[config.mk]
export PLATFORM = sky130hd
export DESIGN_NAME = mips_mc_control
export DESIGN_NICKNAME = d
export VERILOG_FILES = /design/src/rtl/mips_mc_pkg.sv /design/src/rtl/mips_mc_control_alu_decoder.sv /design/src/rtl/mips_mc_control.sv
export SDC_FILE = /design/constraint.sdc
export NUM_CORES = 1
export LEC_CHECK = 0
export ABC_AREA = 0
export ABC_CLOCK_PERIOD_IN_PS = 2700
export BUFFER_PORTS_ARGS = -buffer_cell sky130_fd_sc_hd__buf_2
export CAP_MARGIN = 20
export CORE_MARGIN = 10
export CORE_UTILIZATION = 39
export CTS_CLUSTER_DIAMETER = 150
export DETAILED_ROUTE_END_ITERATION = 10
export PLACE_DENSITY = 0.84
export SYNTH_ARGS = -nofsm -noshare
export SYNTH_HDL_FRONTEND = slang
export SYNTH_SLANG_ARGS = --single-unit
[constraint.sdc]
create_clock -name clk -period 2.7 [get_ports clk]
set_clock_uncertainty 0.2 [all_clocks]
set_input_delay 0.405 -clock clk [delete_from_list [all_inputs] [get_ports clk]]
set_output_delay 0.405 -clock clk [all_outputs]
set_load 0.02 [all_outputs]
[src/rtl/mips_mc_pkg.sv]
// Shared types and ISA constants for the multi-cycle MIPS control unit.
package mips_mc_pkg;

   typedef enum logic [3:0] {
      S_FETCH   = 4'd0,
      S_DECODE  = 4'd1,
      S_MEMADR  = 4'd2,
      S_MEMRD   = 4'd3,
      S_MEMWB   = 4'd4,
      S_MEMWR   = 4'd5,
      S_EXECUTE = 4'd6,
      S_ALUWB   = 4'd7,
      S_BRANCH  = 4'd8,
      S_ADDIEX  = 4'd9,
      S_ADDIWB  = 4'd10,
      S_JUMP    = 4'd11
   } state_e;

   typedef enum logic [1:0] {
      ALUOP_ADD   = 2'b00,
      ALUOP_SUB   = 2'b01,
      ALUOP_FUNCT = 2'b10
   } aluop_e;

   localparam logic [5:0] OP_RTYPE = 6'b000000;
   localparam logic [5:0] OP_LW    = 6'b100011;
   localparam logic [5:0] OP_SW    = 6'b101011;
   localparam logic [5:0] OP_BEQ   = 6'b000100;
   localparam logic [5:0] OP_ADDI  = 6'b001000;
   localparam logic [5:0] OP_J     = 6'b000010;

   localparam logic [5:0] FN_ADD = 6'b100000;
   localparam logic [5:0] FN_SUB = 6'b100010;
   localparam logic [5:0] FN_AND = 6'b100100;
   localparam logic [5:0] FN_OR  = 6'b100101;
   localparam logic [5:0] FN_SLT = 6'b101010;

   localparam logic [2:0] ALU_ADD = 3'b010;
   localparam logic [2:0] ALU_SUB = 3'b110;
   localparam logic [2:0] ALU_AND = 3'b000;
   localparam logic [2:0] ALU_OR  = 3'b001;
   localparam logic [2:0] ALU_SLT = 3'b111;

   typedef struct packed {
      logic       iord;
      logic       alu_src_a;
      logic [1:0] alu_src_b;
      logic [1:0] pc_src;
      logic       reg_dst;
      logic       mem_to_reg;
      logic       ir_write;
      logic       mem_write;
      logic       reg_write;
      logic       pc_write;
      logic       branch;
      aluop_e     aluop;
   } ctrl_t;

   // Control word for a step that touches nothing: no writes, all selects 0, ALU adds.
   function automatic ctrl_t ctrl_idle();
      ctrl_t c;
      c       = '0;
      c.aluop = ALUOP_ADD;
      return c;
   endfunction

endpackage

[src/rtl/mips_mc_control_alu_decoder.sv]
// Combinational ALU decoder: maps the FSM's aluop and the R-type funct field to alu_control.
module alu_decoder
   import mips_mc_pkg::*;
(
   input  aluop_e     aluop_i,
   input  logic [5:0] funct_i,
   output logic [2:0] alu_control_o
);

   always_comb begin
      // NOTE: assigning a default first means every path drives the output, so no latch is inferred.
      alu_control_o = ALU_ADD;
      case (aluop_i)
         ALUOP_SUB: alu_control_o = ALU_SUB;
         ALUOP_FUNCT: begin
            case (funct_i)
               FN_ADD:  alu_control_o = ALU_ADD;
               FN_SUB:  alu_control_o = ALU_SUB;
               FN_AND:  alu_control_o = ALU_AND;
               FN_OR:   alu_control_o = ALU_OR;
               FN_SLT:  alu_control_o = ALU_SLT;
               default: alu_control_o = ALU_ADD;
            endcase
         end
         default: alu_control_o = ALU_ADD;
      endcase
   end

endmodule

[src/rtl/mips_mc_control.sv]
// Multi-cycle MIPS control unit: Moore FSM sequencing the shared datapath, one step per clock.
module mips_mc_control
   import mips_mc_pkg::*;
(
   input  logic       clk,
   input  logic       rst,
   input  logic [5:0] opcode,
   input  logic [5:0] funct,
   input  logic       zero,
   output logic       iord,
   output logic       alu_src_a,
   output logic [1:0] alu_src_b,
   output logic [1:0] pc_src,
   output logic       reg_dst,
   output logic       mem_to_reg,
   output logic       ir_write,
   output logic       mem_write,
   output logic       reg_write,
   output logic       pc_en,
   output logic [2:0] alu_control,
   output logic [3:0] state
);

   state_e state_q, state_d, state_view;
   ctrl_t  ctrl;

   always_comb begin
      state_d = S_FETCH;
      case (state_q)
         S_FETCH:  state_d = S_DECODE;
         S_DECODE: begin
            case (opcode)
               OP_LW, OP_SW: state_d = S_MEMADR;
               OP_RTYPE:     state_d = S_EXECUTE;
               OP_BEQ:       state_d = S_BRANCH;
               OP_ADDI:      state_d = S_ADDIEX;
               OP_J:         state_d = S_JUMP;
               default:      state_d = S_FETCH;
            endcase
         end
         S_MEMADR:  state_d = (opcode == OP_SW) ? S_MEMWR : S_MEMRD;
         S_MEMRD:   state_d = S_MEMWB;
         S_EXECUTE: state_d = S_ALUWB;
         S_ADDIEX:  state_d = S_ADDIWB;
         default:   state_d = S_FETCH;
      endcase
   end

   always_ff @(posedge clk) begin
      // NOTE: non-blocking assignment so every flop samples pre-edge values, matching the hardware.
      if (rst) state_q <= S_FETCH;
      else     state_q <= state_d;
   end

   // During reset the outputs look like FETCH so an aborted step cannot leave a stray select or write.
   assign state_view = rst ? S_FETCH : state_q;

   always_comb begin
      ctrl = ctrl_idle();
      case (state_view)
         S_FETCH: begin
            ctrl.alu_src_b = 2'b01;
            ctrl.ir_write  = 1'b1;
            ctrl.pc_write  = 1'b1;
         end
         S_DECODE: ctrl.alu_src_b = 2'b11;
         S_MEMADR, S_ADDIEX: begin
            ctrl.alu_src_a = 1'b1;
            ctrl.alu_src_b = 2'b10;
         end
         S_MEMRD: ctrl.iord = 1'b1;
         S_MEMWB: begin
            ctrl.mem_to_reg = 1'b1;
            ctrl.reg_write  = 1'b1;
         end
         S_MEMWR: begin
            ctrl.iord      = 1'b1;
            ctrl.mem_write = 1'b1;
         end
         S_EXECUTE: begin
            ctrl.alu_src_a = 1'b1;
            ctrl.aluop     = ALUOP_FUNCT;
         end
         S_ALUWB: begin
            ctrl.reg_dst   = 1'b1;
            ctrl.reg_write = 1'b1;
         end
         S_BRANCH: begin
            ctrl.alu_src_a = 1'b1;
            ctrl.aluop     = ALUOP_SUB;
            ctrl.pc_src    = 2'b01;
            ctrl.branch    = 1'b1;
         end
         S_ADDIWB: ctrl.reg_write = 1'b1;
         S_JUMP: begin
            ctrl.pc_src   = 2'b10;
            ctrl.pc_write = 1'b1;
         end
         default: ctrl = ctrl_idle();
      endcase
   end

   alu_decoder u_alu_decoder (
      .aluop_i       (ctrl.aluop),
      .funct_i       (funct),
      .alu_control_o (alu_control)
   );

   assign iord       = ctrl.iord;
   assign alu_src_a  = ctrl.alu_src_a;
   assign alu_src_b  = ctrl.alu_src_b;
   assign pc_src     = ctrl.pc_src;
   assign reg_dst    = ctrl.reg_dst;
   assign mem_to_reg = ctrl.mem_to_reg;
   assign ir_write   = ctrl.ir_write  & ~rst;
   assign mem_write  = ctrl.mem_write & ~rst;
   assign reg_write  = ctrl.reg_write & ~rst;
   assign pc_en      = (ctrl.pc_write | (ctrl.branch & zero)) & ~rst;
   assign state      = state_view;

endmodule

==> summary.md, run 1 <==
| Metric | Value |
|---|---|
| Per-cell routed wire length | 14.87 µm |
| Area grow syn2layout | 55.15% |
| Vias | just over 800 |
| Drt drc | 0 |
| Fillers | about 130 |
| Crit path max fanout | 6 |
| Top post-synthesis cells by area | dfxtp_1 14%, nor3_1 7.7%, nand2b_1 7.5% |
| Sinks on Clock Net | 4 |
| Post-Synth XOR/XNOR Area | around 4.5% |
| Via density | around 5.6 |
| Post-route ant nets | 0 |
| Fin crit period | 2.547 ns |
| WL final | between 2000 and 2500 µm |
| Sequential standard cell area | between 80 and 90 µm² |
| DR iter-0 viols | 21 |
| Synth cell count leaders | 9 x nor2_1, 9 x nor3_1, 7 x nand2b_1 |
| CP Capture Type | output port |
| Clk_lat worst skew | approximately 0.24 ns |
| Type of the worst setup path | reg -> out |
| CP Data Required Time | approximately 2.1 ns |
| Multi-input gate area | approximately 490 µm² |
| Fmax | between 0.3 and 0.4 GHz |
| Final Cell Area | ~900 µm² |
| Final period utilization | roughly 94% |
| Core Area | between 1000 and 1500 µm² |
| Mean Syn Cell Area | 6.407 µm² |
| Crit path DAT | between 1.5 and 2 ns |
| Full die area | approximately 3400 µm² |
| Finish-stage setup viols | 0 |
| Max-Cap Viols | 0 |
| Post-Syn Area | 583.1 µm² |
| Pleak | 0.0004428 µW |
| Worst Max-Slew Pin Slew | just under 0.4 ns |
| Yosys top cell by area | dfxtp_1 |
| Cells after Synth | 91 |
| CTS tree | built |
| Row Count | 13 |
| Top_reg_cell synth | dfxtp_1 |
| # IOs | 34 |
| Die Width | around 59 µm |
| Library cells used by synthesis | 30 |
| Gpl congestion | just under 0.9 |
| # H-tree levels | 1 |
| Vias in the first global route | between 700 and 800 |
| Startpoint Class | flip-flop |
| Max clock buf depth | 2 |
| Post-Synth Adder-Cell Area | about 4.3% |
| Total grt overflow | 0 |
| Clk root buf | clkbuf_4 |
| Syn nets | around 110 |
| Max Slew Vio Count | 0 |
| Biggest registers after layout | state_q x4 |
| Peak VDD IR | ~0.17 mV |
| Hold Fails Final Rpt | 0 |
| Post-DP Area | roughly 800 µm² |
| Post-DP HPWL | ~1600 µm |
| Register area share after synthesis | 13.73% |
| Max FFs per register | 4 |
| Hold crit path type | in -> reg |
| N_diodes | 0 |
| Layout Utilization | approximately 67% |
| Largest net degree at the start of global routing | 16 |
| Biggest register | state_q |
| Largest family of logic cells by synthesized area | simple AND/OR/NAND/NOR gates |
| Post-synthesis simple-gate area fraction | 47.42% |
| Post-layout nets | between 150 and 200 |
| Post-synthesis mux area share | 0% |
| Yosys warning total | 0 |
| Ys async rst share | 0% |
| Initial antenna violation count | 0 |
| Die Span Y | slightly below 60 µm |
| Port bufs | 33 |
| CTS Buf Count | 3 |
| First-pass GRT wire length | between 3000 and 4000 µm |
| Max_slew headroom | ~74% |
| DR pass1 iterations | 4 |
| # hold bufs at CTS | 0 |
| Compound-Gate Fraction of Synth Area | about 21% |
| Dpl cells | roughly 140 |
| Post-synth EDFFs | 0 |
| Top-area cell type share of the netlist area | a little over an eighth |
| #FFs+latches synth | 4 |
| Final WS setup | roughly 0.15 ns |
| Post-route insts no fill | 148 |
| PwrDens | between 200 and 250 nW/µm² |
| Worst-path clk slew | around 0.04 ns |
| Setup WS pre-CTS | between 0.07 and 0.08 ns |
| Total track usage | 11.05% |
| Initial Util | between 40 and 50% |
| Layout cells sized above 1 | 43.61% |
| Status | finished clean |
cells in the final DEF (no fill, tap or decap), types with 2 or more instances in the layout:
master / Yosys / final
o21ai_0: 4 / 4
and3b_1: 3 / 3
a31oi_1: 4 / 4
a211oi_1: 3 / 3
or3_1: 3 / 2
xnor2_1: 2 / 2
dfxtp_1: 4 / 2
nand2b_1: 7 / 6
nor2_1: 9 / 9
nor3_1: 9 / 9
buf_4: 0 / 10
or2_1: 2 / 2
nand2_1: 5 / 5
dfxtp_2: 0 / 2
inv_1: 6 / 5
buf_2: 1 / 32
clkbuf_4: 0 / 3
nor2b_1: 2 / 2
buf_6: 0 / 2
nor4_1: 5 / 4
inv_2: 2 / 3
a21oi_1: 4 / 4
per-stage QoR:
step	hold WS (ns)	TNS (ns)	total power (µW)
3_5_place_dp	0.4195	0	134.1
4_1_cts	0.3176	0	206.3
3_3_place_gp	0.4137	0	131.8
5_1_grt	0.3568	-0.008903	227.1
6_report	0.3159	0	213.3
2_1_floorplan	0.3738	0	103.8
critical path, stage by stage (launching register included):
cell and delay (ns):
dfxtp_2 0.37, buf_6 0.13, nor2_1 0.09, and3b_1 0.21, inv_1 0.09, ha_4 0.14
inv_2 0.05, nor4_4 0.30, nor2_1 0.08, nor2_1 0.11, buf_4 0.15
worst paths after layout:
path	from	to	slack (ns)	cells past startpoint
setup / recovery	state_q[1]	alu_control[2]	0.15	10
hold / removal	opcode[5]	state_q[0]	0.32	4
hold reg to reg	state_q[1]	state_q[2]	0.42	4
setup reg to reg	state_q[0]	state_q[1]	1.14	4
layout make-up:
type	instances	share of cell area, %
clock buffer	3	2.490
inverter	8	3.320
multi-input combinational	74	54.50
sequential	4	9.129
tap	15	2.075
timing repair buffer	44	28.49
where the power goes:
part	leakage (µW)	switching (µW)	total (µW)	internal, µW
Sequential	0.0000336	1.29	62.6	61.3
Clock	0.0000138	24.7	74.4	49.7
Combinational	0.000395	45.0	76.3	31.3
metal layers:
layer	GRT usage, %	wire length, µm
met5	0	0
met4	5.902	8
met3	3.863	192
met2	18.82	1133
met1	11.66	868
kinds of logic after synthesis:
kind of cell	after synthesis
buffers and inverters	13
adders and majority gates	2
DFF	4
xor gates and xnor gates	3
AOI/OAI and AO/OA	19
and+or+nand+nor	50
timing repair:
action | CTS | global route
gates resized for setup | 0 | 12
setup endpoints to repair | 0 | 2
setup buffers | 0 | 4
No activity file was read; power rests on OpenSTA's default activity.
==> run 2: changes to the inputs <==
--- a/config.mk
+++ b/config.mk
@@ -6,14 +6,14 @@
 export NUM_CORES = 1
 export LEC_CHECK = 0
 export ABC_AREA = 0
-export ABC_CLOCK_PERIOD_IN_PS = 2700
+export ABC_CLOCK_PERIOD_IN_PS = 2090
 export BUFFER_PORTS_ARGS = -buffer_cell sky130_fd_sc_hd__buf_2
 export CAP_MARGIN = 20
 export CORE_MARGIN = 10
-export CORE_UTILIZATION = 39
+export CORE_UTILIZATION = 38
 export CTS_CLUSTER_DIAMETER = 150
 export DETAILED_ROUTE_END_ITERATION = 10
-export PLACE_DENSITY = 0.84
+export PLACE_DENSITY = 0.85
 export SYNTH_ARGS = -nofsm -noshare
 export SYNTH_HDL_FRONTEND = slang
 export SYNTH_SLANG_ARGS = --single-unit
==> constraint.sdc (replaced) <==
create_clock -name clk -period 2.09 [get_ports clk]
set_clock_uncertainty 0.2 [all_clocks]
set_input_delay 0.3135 -clock clk [delete_from_list [all_inputs] [get_ports clk]]
set_output_delay 0.3135 -clock clk [all_outputs]
set_load 0.02 [all_outputs]
==> run 2 against run 1 <==
Effect of this change:
- the flow now finishes with violations (setup timing)
- worst setup slack got worse by 0.48 ns
- clock power increased by 26%
- final area increased by 13%
- total power increased by 29%
- register-to-register slack got worse by 0.80 ns
- critical path depth decreased by 1
- sequential share of layout area decreased by 0.71 points
- via count increased by 6.0%
- sequential cell count unchanged
- critical endpoint unchanged
==> summary.md, run 2 (same netlist as run 1, synthesis figures left out) <==
| Metric | Value |
|---|---|
| Peak VDD IR | roughly 0.2 mV |
| RSZ-0062 raised after global routing | yes |
| CP Capture Type | output port |
| Initial antenna violation count | 0 |
| CTS tree | built |
| CTS Buf Count | 3 |
| CP Data Required Time | ~1.6 ns |
| Largest net degree at the start of global routing | 15 |
| Worst Max-Slew Pin Slew | approximately 0.57 ns |
| # H-tree levels | 1 |
| CP dominant cell by count | inv_4 |
| Clk root buf | clkbuf_4 |
| Type of the worst setup path | reg -> out |
| Max Slew Vio Count | 0 |
| Biggest registers after layout | state_q x4 |
| Per-cell routed wire length | 15.37 µm |
| Crit path max fanout | 3 |
| Hold crit path type | in -> reg |
| Gpl congestion | around 0.8 |
| R2R depth | 6 |
| Post-layout nets | 159 |
| Crit path DAT | between 1.5 and 2 ns |
| # IOs | 34 |
| Final WS setup | -0.3278 ns |
| Worst path slowest cell | or3_4 |
| Gate power share | a little under two fifths |
| Max clock buf depth | 2 |
| Min Hold Slack | ~0.22 ns |
| Post-route ant nets | 0 |
| Status | finished with violations |
| Max FFs per register | 4 |
| Post-DP HPWL | between 1500 and 2000 µm |
| Post-route insts no fill | 156 |
| Most frequent cells in the layout | 29 x buf_2, 18 x buf_4, 9 x nor3_1, 7 x nor2_1 |
| Die Width | 59.17 µm |
| Hold Path Depth | 4 |
| Failing checks | setup timing |
| R2R setup slack | 0.34 ns |
| CP cell instances | nand2b_4 > or3_4 > inv_4 > ha_4 > inv_4 > nor4_4 > nor2_1 > nor2_2 > buf_6 |
| Startpoint Class | flip-flop |
| Fmax | ~0.41 GHz |
| Port bufs | 33 |
| R2R Path Start | state_q[3] |
| Max-Cap Viols | 0 |
| Clk_lat worst skew | 0.23 ns |
| Fin crit period | approximately 2.4 ns |
| WL final | 2398 µm |
| Reg2reg end | state_q[1] |
| Biggest register | state_q |
| Hold Crit Start | opcode[5] |
| Flop pwr share | 29.1% |
| Die Span Y | 59.17 µm |
| Worst-path clk slew | around 0.040 ns |
| Clock power frac | about a third |
| Full die area | between 3000 and 4000 µm² |
| Worst Hold Path EP | state_q[0] |
| Area grow syn2layout | 75.97% |
| Max_slew headroom | 61.22% |
| P_sw | ~91 µW |
| Total track usage | 12.30% |
| DR iter-0 viols | 15 |
| Total grt overflow | 0 |
| Row Count | 14 |
| Dpl cells | about 150 |
| Finish-stage setup viols | 3 |
| PwrDens | 268.9 nW/µm² |
| Initial Util | about 40% |
| Total power | between 200 and 300 µW |
| Int Power | between 150 and 200 µW |
| Sinks on Clock Net | 4 |
| First-pass GRT wire length | 3588 µm |
| Pleak | slightly below 0.0005 µW |
| Drt drc | 0 |
| N_diodes | 0 |
| Vias | between 800 and 900 |
| Core Area | roughly 1500 µm² |
| Via density | roughly 5.6 |
| Hold Fails Final Rpt | 0 |
| Commonest non-fill, non-tap cell in the layout | buf_2 |
| TNS Setup | -0.7592 ns |
| Layout cells sized above 1 | a little over half |
| Setup WS pre-CTS | -0.2235 ns |
| DR pass1 iterations | 4 |
| CP peak stage delay | 0.35 ns |
| Final period utilization | 115.7% |
| Vias in the first global route | between 800 and 900 |
| Sw Share | between 30% and 40% |
run 2: critical path: cells and delay by family (launching register included):
family	cells	cell delay (ns)
adders and majority gates	1	0.14
DFF	1	0.32
and+or+nand+nor	5	0.98
buffers and inverters	3	0.23
run 2: what timing repair did:
action | 4_1_cts | 5_1_grt
pin swaps | 5 | 1
setup endpoints to repair | 3 | 5
hold buffers | 0 | 0
gates resized for setup | 14 | 7
setup buffers | 3 | 3
run 2: layout make-up:
type	instances	area, µm²
fillers	117	445.4
multi-input cells	74	536.8
inverters	8	35.03
clock buffers	3	22.52
repair buffers	51	325.3
flip-flops and latches	4	86.33
well taps	16	20.02
run 2: through the flow:
| step | cell area [µm²] | utilization (%) |
|---|---|---|
| after floorplan | 640.6 | - |
| after global placement | 884.6 | 60.12 |
| after detailed placement | 884.6 | 60.12 |
| after CTS | 983.4 | 66.84 |
| after global routing | 1026 | 69.73 |
| final | 1026 | 69.73 |
run 2: worst max path at each step:
| stage | from | slack [ns] | depth (start not counted) | endpoint |
|---|---|---|---|---|
| floorplan | state_q[3] | -0.06 | 8 | alu_control[2] |
| global placement | rst | -0.15 | 10 | alu_control[2] |
| detailed placement | rst | -0.22 | 10 | alu_control[2] |
| CTS | state_q[3] | -0.28 | 9 | alu_control[2] |
| global route | state_q[3] | -0.41 | 9 | alu_control[2] |
| finish | state_q[3] | -0.33 | 9 | alu_control[2] |
run 2: power groups by stage:
stage | clock network (µW) | logic [µW] | registers, µW
floorplan | 0 | 53.8 | 83.3
global placement | 0 | 92.1 | 82.4
detailed placement | 0 | 96.4 | 82.5
CTS | 95.5 | 100 | 80.2
global route | 99.3 | 112 | 80.6
finish | 93.8 | 102 | 80.2
run 2: per-layer routing:
| metal | global-route usage (%) | vias to the layer above | wire length, µm |
|---|---|---|---|
| met5 | 0 | - | 0 |
| met4 | 4.918 | 0 | 17 |
| met3 | 2.790 | 2 | 201 |
| met2 | 24.92 | 41 | 1306 |
| met1 | 11.15 | 404 | 873 |
| li1 | - | 424 | - |
